<file path="src/rtl/mux_pkg.sv">
// Shared constants and helpers for the N-channel stream multiplexer.
package mux_pkg;

    // Channel selection modes.
    localparam logic MODE_FIXED = 1'b0;
    localparam logic MODE_RR    = 1'b1;

    // Largest supported channel count; the priority search works on this width.
    localparam int MAX_CH = 16;

    // Priority search over an already-rotated request vector.
    // Returns {found, index of the lowest set bit}.
    function automatic logic [4:0] lowest_set(input logic [MAX_CH-1:0] v);
        logic       found;
        logic [3:0] idx;
        found = 1'b0;
        idx   = 4'd0;
        for (int i = MAX_CH - 1; i >= 0; i--) begin
            if (v[i]) begin
                found = 1'b1;
                idx   = 4'(i);
            end
        end
        return {found, idx};
    endfunction

endpackage

</file>
<file path="src/rtl/stream_mux_n_rr_arbiter.sv">
// Round-robin arbiter: rotates the request vector so that ptr is the
// highest priority position, picks the lowest set bit, then maps the pick
// back to an absolute channel number. Output grant is one-hot or zero.
module rr_arbiter
    import mux_pkg::*;
#(
    parameter int NUM_CH = 4,
    parameter int SEL_W  = $clog2(NUM_CH)
) (
    input  logic [NUM_CH-1:0] req,
    input  logic [SEL_W-1:0]  ptr,
    input  logic              en,
    output logic [NUM_CH-1:0] grant
);

    localparam logic [SEL_W:0] NUM_CH_W = (SEL_W + 1)'(NUM_CH);

    logic [NUM_CH-1:0] rot;
    logic [SEL_W:0]    rot_idx;
    logic [4:0]        pick;
    logic [SEL_W:0]    abs_idx;

    // Rotate: rot[i] is the request of channel (ptr + i) mod NUM_CH.
    always_comb begin
        rot     = '0;
        rot_idx = '0;
        for (int i = 0; i < NUM_CH; i++) begin
            rot_idx = {1'b0, ptr} + (SEL_W + 1)'(i);
            if (rot_idx >= NUM_CH_W) begin
                rot_idx = rot_idx - NUM_CH_W;
            end
            rot[i] = req[rot_idx[SEL_W-1:0]];
        end
    end

    // Priority-encode the rotated vector, unrotate, and expand to one-hot.
    always_comb begin
        pick    = lowest_set(MAX_CH'(rot));
        abs_idx = {1'b0, ptr} + (SEL_W + 1)'(pick[3:0]);
        if (abs_idx >= NUM_CH_W) begin
            abs_idx = abs_idx - NUM_CH_W;
        end
        grant = '0;
        for (int i = 0; i < NUM_CH; i++) begin
            grant[i] = en && pick[4] && (abs_idx[SEL_W-1:0] == SEL_W'(i));
        end
    end

endmodule

</file>
<file path="src/rtl/stream_mux_n.sv">
// N-channel stream multiplexer with a single registered output stage.
// Handshake: a word moves on any interface in a cycle where both valid and
// ready are high at the rising edge; valid never waits on ready, while
// in_ready is a combinational function of in_valid, mode, sel, rr_ptr and
// out_ready.
module stream_mux_n
    import mux_pkg::*;
#(
    parameter int NUM_CH = 4,
    parameter int DATA_W = 8,
    // Derived from NUM_CH; leave at its default.
    parameter int SEL_W  = $clog2(NUM_CH)
) (
    input  logic                     clk,
    input  logic                     rst,
    input  logic [NUM_CH*DATA_W-1:0] in_data,
    input  logic [NUM_CH-1:0]        in_valid,
    output logic [NUM_CH-1:0]        in_ready,
    input  logic                     mode,
    input  logic [SEL_W-1:0]         sel,
    output logic [DATA_W-1:0]        out_data,
    output logic [SEL_W-1:0]         out_ch,
    output logic                     out_valid,
    input  logic                     out_ready,
    output logic                     sel_err
);

    logic [DATA_W-1:0] out_data_q, out_data_d;
    logic [SEL_W-1:0]  out_ch_q, out_ch_d;
    logic              out_valid_q, out_valid_d;
    logic [SEL_W-1:0]  rr_ptr_q, rr_ptr_d;

    logic [NUM_CH-1:0] rr_grant;
    logic [NUM_CH-1:0] fixed_grant;
    logic [NUM_CH-1:0] grant;
    logic              sel_ok;
    logic              load_ok;
    logic              xfer;
    logic [SEL_W-1:0]  xfer_ch;
    logic [SEL_W-1:0]  xfer_next;
    logic [DATA_W-1:0] xfer_data;

    rr_arbiter #(
        .NUM_CH (NUM_CH),
        .SEL_W  (SEL_W)
    ) u_rr_arbiter (
        .req   (in_valid),
        .ptr   (rr_ptr_q),
        .en    (mode == MODE_RR),
        .grant (rr_grant)
    );

    // FIXED-mode grant; sel values with no matching channel grant nothing.
    always_comb begin
        sel_ok      = 1'b0;
        fixed_grant = '0;
        for (int i = 0; i < NUM_CH; i++) begin
            if (sel == SEL_W'(i)) begin
                sel_ok         = 1'b1;
                fixed_grant[i] = in_valid[i];
            end
        end
    end

    // Mode gating, ready generation and selection of the winning word.
    always_comb begin
        grant     = (mode == MODE_RR) ? rr_grant : fixed_grant;
        load_ok   = !out_valid_q || out_ready;
        in_ready  = rst ? '0 : (grant & {NUM_CH{load_ok}});
        xfer      = |(in_ready & in_valid);
        xfer_ch   = '0;
        xfer_next = '0;
        xfer_data = '0;
        for (int i = 0; i < NUM_CH; i++) begin
            if (in_ready[i]) begin
                xfer_ch   = SEL_W'(i);
                xfer_next = (i == NUM_CH - 1) ? '0 : SEL_W'(i + 1);
                xfer_data = in_data[i*DATA_W +: DATA_W];
            end
        end
        sel_err = !rst && (mode == MODE_FIXED) && !sel_ok && (|in_valid);
    end

    // Next state of the output register and the round-robin pointer.
    always_comb begin
        out_data_d  = out_data_q;
        out_ch_d    = out_ch_q;
        out_valid_d = out_valid_q;
        rr_ptr_d    = rr_ptr_q;
        if (xfer) begin
            out_data_d  = xfer_data;
            out_ch_d    = xfer_ch;
            out_valid_d = 1'b1;
            if (mode == MODE_RR) begin
                rr_ptr_d = xfer_next;
            end
        end else if (out_ready) begin
            out_valid_d = 1'b0;
        end
    end

    // State registers with synchronous reset.
    always_ff @(posedge clk) begin
        if (rst) begin
            out_data_q  <= '0;
            out_ch_q    <= '0;
            out_valid_q <= 1'b0;
            rr_ptr_q    <= '0;
        end else begin
            out_data_q  <= out_data_d;
            out_ch_q    <= out_ch_d;
            out_valid_q <= out_valid_d;
            rr_ptr_q    <= rr_ptr_d;
        end
    end

    assign out_data  = out_data_q;
    assign out_ch    = out_ch_q;
    assign out_valid = out_valid_q;

endmodule

</file>
<file path="config.mk">
export PLATFORM = sky130hd
export DESIGN_NAME = stream_mux_n
export DESIGN_NICKNAME = d
export VERILOG_FILES = /design/src/rtl/mux_pkg.sv /design/src/rtl/stream_mux_n_rr_arbiter.sv /design/src/rtl/stream_mux_n.sv
export SDC_FILE = /design/constraint.sdc
export NUM_CORES = 1
export LEC_CHECK = 0
export ABC_CLOCK_PERIOD_IN_PS = 7250
export CORE_ASPECT_RATIO = 1.4
export CORE_MARGIN = 2
export CORE_UTILIZATION = 46
export DETAILED_ROUTE_END_ITERATION = 16
export GPL_ROUTABILITY_DRIVEN = 1
export PLACE_DENSITY = 0.88
export SLEW_MARGIN = 20
export SYNTH_ARGS = -nofsm -noshare
export SYNTH_HDL_FRONTEND = slang
export SYNTH_SLANG_ARGS = --single-unit
</file>
<file path="constraint.sdc">
create_clock -name clk -period 7.25 [get_ports clk]
set_input_delay 1.45 -clock clk [delete_from_list [all_inputs] [get_ports clk]]
set_output_delay 1.45 -clock clk [all_outputs]
set_load 0.005 [all_outputs]
</file>
* Word level (Yosys, flattened, before mapping)
Index checks and enable logic that the tools add are counted.
** Storage, ports and cells
- Register bits after elaboration :: 13
- Bits in latches :: 0
- Memory bits (writable) :: 0
- Bits in read-only memories :: 0
- Bits of input ports :: 42
- Output and inout bits :: 16
- Word-level logic and storage cells :: 93
- Memories :: 0
** Operators by class
- $add $sub $neg :: 9
- Multipliers :: 0
- Divide/modulo/power cells :: 0
- Magnitude comparators :: 9
- Eq/ne operators :: 6
- Shift operators :: 0
- Multiplexer cells :: 44
- Bitwise logic cells :: 3
- Reduce and logical (&&, ||, !) cells :: 18
** Operators by type and width (count)
- $mux 8 :: 4
- $mux 2 :: 14
- $mux 1 :: 20
- $ge 3x3->1 const B :: 4
- $lt 2x3->1 const B :: 4
- $sub 2x1->2 const B :: 5
- $and 4x4->4 :: 2
- $bmux 1 s2 :: 4
- $eq 2x2->1 const B :: 4
- $logic_and 1x1->1 :: 8
- $mux 4 :: 2
- $reduce_or 4->1 :: 2
- $add 2x2->3 const B :: 2
- $eq 2x1->1 const B :: 2
- $logic_not 2->1 :: 2
- $add 2x1->3 const B :: 1
- $add 2x2->3 :: 1
- $ge 2x3->1 const B :: 1
- $logic_not 1->1 :: 3
- $reduce_and 2->1 :: 1
- $reduce_bool 2->1 :: 1
- $logic_or 1x1->1 :: 1
- $not 1->1 :: 1

* Depth between registers and ports, before layout
- Depth in word-level cells :: 21
- Mapped depth :: 14
- Gate-level depth less buffers :: 12

* Hierarchy
A second synthesis with hierarchy kept.
** Second synthesis, totals
- Cell total of the unflattened synthesis :: 157
- Area total of the unflattened synthesis :: 1208.7 µm²
** Modules (own cells, without submodules)
- stream_mux_n :: instances 1, cells each 119, area an instance 944.7 µm², sequential area each 260.2 µm²
- rr_arbiter :: instances 1, cells each 38, area an instance 264.0 µm², sequential area each 0.0 µm²

* Worst setup path before layout
Ideal clock, no wire load.
- Path kind :: input -> output
- From :: input port in_valid[0]
- To :: output port in_ready[2]
- Data arrival time :: 3.296 ns
- Data required time :: 5.800 ns
- Slack :: 2.504 ns
- Cell stages on the path :: 7
- Buffers on the path :: 2
- Path through :: buf_6 -> or4_1 -> o211ai_1 -> ha_1 -> nor4_2 -> clkbuf_1 -> a22o_1
** On the way
- Longest elaborated chain between the ends :: 14
- Elaborated cells on any way between the ends :: 26
- Classes of those cells :: add/sub (2); order compare (1); eq/ne (1); mux (19); bitwise (1); reduce/logical (2)
** Ends and longest elaborated chain
- start, declared :: line stream_mux_n.sv:17 : input logic [NUM_CH-1:0] in_valid,
- $bmux 1 s2 :: line stream_mux_n_rr_arbiter.sv:32 : rot[i] = req[rot_idx[SEL_W-1:0]];
- $mux 1 (not written as such) :: line stream_mux_n_rr_arbiter.sv:32
- $mux 2 (4 in a row) :: line mux_pkg.sv:19 : if (v[i]) begin
- $add 2x2->3 :: line stream_mux_n_rr_arbiter.sv:39 : abs_idx = {1'b0, ptr} + (SEL_W + 1)'(pick[3:0]);
- $ge 3x3->1 / $sub 2x1->2 (equally long branches) :: line stream_mux_n_rr_arbiter.sv:40, stream_mux_n_rr_arbiter.sv:41
- $mux 2 :: line stream_mux_n_rr_arbiter.sv:40 : if (abs_idx >= NUM_CH_W) begin
- $eq 2x2->1 :: line stream_mux_n_rr_arbiter.sv:45 : grant[i] = en && pick[4] && (abs_idx[SEL_W-1:0] == SEL_W'(i));
- $logic_and 1x1->1 * :: line stream_mux_n_rr_arbiter.sv:45
- $mux 4 * :: line stream_mux_n.sv:67 : grant = (mode == MODE_RR) ? rr_grant : fixed_grant;
- $and 4x4->4 * :: line stream_mux_n.sv:69 : in_ready = rst ? '0 : (grant & {NUM_CH{load_ok}});
- $mux 4 * :: line stream_mux_n.sv:69
- end, declared :: line stream_mux_n.sv:18 : output logic [NUM_CH-1:0] in_ready,
Every way passes the cells marked *; elsewhere a longest branch is shown, timed or not. The select of a mux whose other input is x is not followed.

* Worst setup path in the final report
- From :: input port in_valid[1]
- To :: output port in_ready[3]
The elaborated chain is that of the path after synthesis.

==> results by group <==
Global route
  – First-pass GRT wire length: 6300 um
  – Global route overflow: 0
  – Initial antenna violation count: 0
  – Vias in the first global route: ~1400
  – Pin count of the biggest net entering global routing: 23
  – GRT Overall Usage: a little under a quarter

CTS
  – CTS root buf: clkbuf_8
  – Post-CTS Hold Buffers: 0
  – TritonCTS buffer count: 3
  – Clk Latency, worst-skew pair: 0.24 ns
  – # resized after CTS: 0
  – Setup bufs post-CTS: 0
  – CTS tree: yes
  – Total clock sinks: 13
  – H-tree depth: 1
  – Max Buffers Root-to-Sink: 2
  – CTS clk-pin slew, worst paths: 0.05 ns

Worst setup path
  – Max Fanout on Critical Path: 22
  – Worst reg2reg endpoint: rr_ptr_q[1]
  – Cell mode on critical path: clkdlybuf4s50_1
  – Startpoint types: input pin
  – Worst Path Arrival: a little under 5 ns
  – Worst Path Required: between 5 and 6 ns
  – R2r worst-path depth: 9
  – Reg2reg start: rr_ptr_q[0]
  – Crit-path max cell delay: approximately 0.73 ns
  – Worst path slowest cell: xnor2_2
  – Crit-path cells: clkdlybuf4s50_1 > nor2_1 > or4_1 > o211ai_1 > ha_1 > xor2_1 > xnor2_2 > a21oi_2 > inv_1 > clkdlybuf4s50_1
  – Flop2flop setup slack: 3.73 ns
  – Worst Setup SP: in_valid[1]
  – CP Capture Type: output port
  – Type of the worst setup path: input pin to output port

Logic synthesis
  – Syn_nets: 222
  – Synth warn: 0
  – Post-synth EDFFs: 0
  – Predominant post-synthesis flop cell: dfxtp_1
  – Distinct cells, synth: 47
  – Synth Register Bits: 13
  – Async set-reset flop share out of synthesis: 0%
  – Synthesized cell area: 1390 um^2
  – Post-synthesis sequential area ratio: between 10% and 20%
  – Avg Inst Size Synth: 7.82 um^2
  – Synth Instances: about 180

Power
  – Cell internal pwr: 179 uW
  – P_leak: 0.667 nW
  – Clock power frac: 24.6%
  – Sequential share of power: 32.0%
  – Pwr/cell area: 134 nW/um^2
  – Switching share of power: 32.1%
  – Psw: 84.6 uW
  – Gate power share: 43.4%
  – IR drop worst, VDD: 0.179 mV

Final layout
  – Synth-to-Final Area Change: 40.7%
  – Layout Nets: 268
  – Final core utilization: between 60% and 70%
  – # diodes: 0
  – # fillers: between 200 and 250
  – FF+latch area: 260 um^2
  – Layout cells sized above 1: 8.07%
  – Area of the multi-input gates: 1010 um^2

Routing
  – Residual DRC: 0
  – Detailed Route Iter0 Violations: 58
  – Vias per inst: 6.09
  – Via count: 1583
  – Routed wire length: 4020 um
  – Drt first pass iters: 4
  – Drt wl/cell: between 15 and 20 um
  – DRT antenna net count: 0

Placed design
  – Place WS: between 0.9 and 1 ns
  – GPL Wtd Cong: around 0.9
  – Detailed Place HPWL: between 3000 and 4000 um
  – Count of input and output buffers: 56

STA
  – Fmax: 0.158 GHz
  – Fin Setup TNS: 0 ns
  – Worst setup margin: 0.927 ns
  – Worst Skew: around 0.0042 ns
  – Headroom to the max-slew limit: 40.0%
  – Unrepaired setup endpoints after global routing: false
  – Max-slew violations: 0
  – Worst Tran Pin Value: a little under 0.9 ns
  – Final setup fails: 0
  – Final Hold Viols: 0
  – Tmin final: 6.32 ns
  – Period utilization: 87.2%

Run
  – Max Cap Viol: 0

Die
  – Num ports: 58
  – Die Y: approximately 69 um
  – Floorplan row count: 23
  – Die Area: approximately 3500 um^2
  – Core Region: approximately 2900 um^2
  – Die X: 50.5 um
  – Initial core utilization: 48.3%

Worst hold path
  – Worst Hold Launch: out_ch[1]
  – Hold depth: 2
  – Hold EP: out_ch[1]
  – Hold WC Path Type: flop to flop

Status
  – Outcome: finished, final reports clean
## area by class of cell
cell class                 count  share of cell area, %
multi-input combinational    142                   51.5
timing repair buffer          58                   29.4
sequential                    13                   13.3
tap                           37                   2.36
clock buffer                   4                   2.30
inverter                       6                   1.15
## how the worst max path moves through the flow
| stage | endpoint | depth (start not counted) | slack, ns |
|---|---|---|---|
| 2_1_floorplan | in_ready[2] | 7 | 2.50 |
| 5_1_grt | in_ready[3] | 10 | 0.68 |
| 3_5_place_dp | in_ready[3] | 10 | 0.96 |
| 3_3_place_gp | in_ready[3] | 10 | 1.03 |
| 4_1_cts | in_ready[3] | 10 | 0.94 |
| 6_report | in_ready[3] | 10 | 0.93 |
## routing by layer
layer | routed length [um] | vias up | share of wire, % | global-route usage, %
met5 | 0 | - | 0 | 0
met2 | 2160 | 67 | 54 | 40.8
li1 | - | 761 | - | -
met1 | 1560 | 746 | 39 | 26.5
met3 | 227 | 9 | 5.6 | 5.19
met4 | 72 | 0 | 1.8 | 6.01
## critical path, delay by kind of cell
family / cells / cell delay [ns]
and+or+nand+nor: 2 / 0.52
adders and majority gates: 1 / 0.25
buffers and inverters: 3 / 1.36
AOI/OAI and AO/OA: 2 / 0.40
xor gates and xnor gates: 2 / 0.88
## flip-flops by register name (all words and copies together) (netlist names)
name       count
rr_ptr_q       2
out_data       8
out_valid      1
out_ch         2
## Yosys cell counts, types with 4 or more instances
master | count | area [um^2]
inv_1 | 6 | 22.5
nor3_1 | 4 | 20.0
o2bb2ai_1 | 8 | 70.1
o21ai_0 | 10 | 50.1
clkbuf_1 | 7 | 26.3
a22oi_1 | 9 | 67.6
nand2_1 | 15 | 56.3
nand2b_1 | 5 | 31.3
nor2_1 | 21 | 78.8
a21oi_1 | 9 | 45.0
a31oi_1 | 8 | 50.1
a311oi_1 | 10 | 87.6
dfxtp_1 | 13 | 260
## cell families after synthesis
kind of cell | synth area share [%]
XOR/XNOR | 3.06
other | 0.270
AND/OR/NAND/NOR | 22.5
AO/OA/AOI/OAI | 42.4
multiplexers | 2.52
adder cells (fa/ha/maj) | 1.80
flip-flops | 18.7
buffers and inverters | 8.81
## stage by stage
| step | cell area, um^2 | hold WS, ns | total power [mW] | instances |
|---|---|---|---|---|
| 6_report | 1960 | 0.496 | 0.263 | 260 |
| 5_1_grt | 1960 | 0.536 | 0.277 | 260 |
| 4_1_cts | 1960 | 0.487 | 0.263 | 260 |
| 3_5_place_dp | 1910 | 0.479 | 0.199 | 256 |
| 3_3_place_gp | 1910 | 0.483 | 0.197 | 256 |
| 2_1_floorplan | 1390 | 0.457 | 0.149 | 178 |
## placed cells by master, fill, tap and decap left out, types with 2 or more instances in the layout
master	n
a211o_1	3
a211oi_1	2
a21oi_1	9
a22oi_1	9
a311oi_1	10
a31oi_1	8
and2_1	2
buf_4	2
clkbuf_8	3
clkdlybuf4s50_1	56
dfxtp_1	13
ha_1	2
inv_1	6
mux2i_1	2
nand2_1	15
nand2b_1	5
nor2_1	21
nor2_4	2
nor2b_1	2
nor3_1	4
o211ai_1	3
o21ai_0	10
o2bb2ai_1	8
or3_1	3
xnor2_1	2
## power groups by stage
stage	combinational [mW]	clock [mW]	sequential (mW)
floorplan	0.0642	0	0.0849
global placement	0.112	0	0.0854
detailed placement	0.113	0	0.0856
CTS	0.114	0.0650	0.0842
global route	0.123	0.0686	0.0851
finish	0.114	0.0647	0.0843
(Power assumes the default switching activity.)
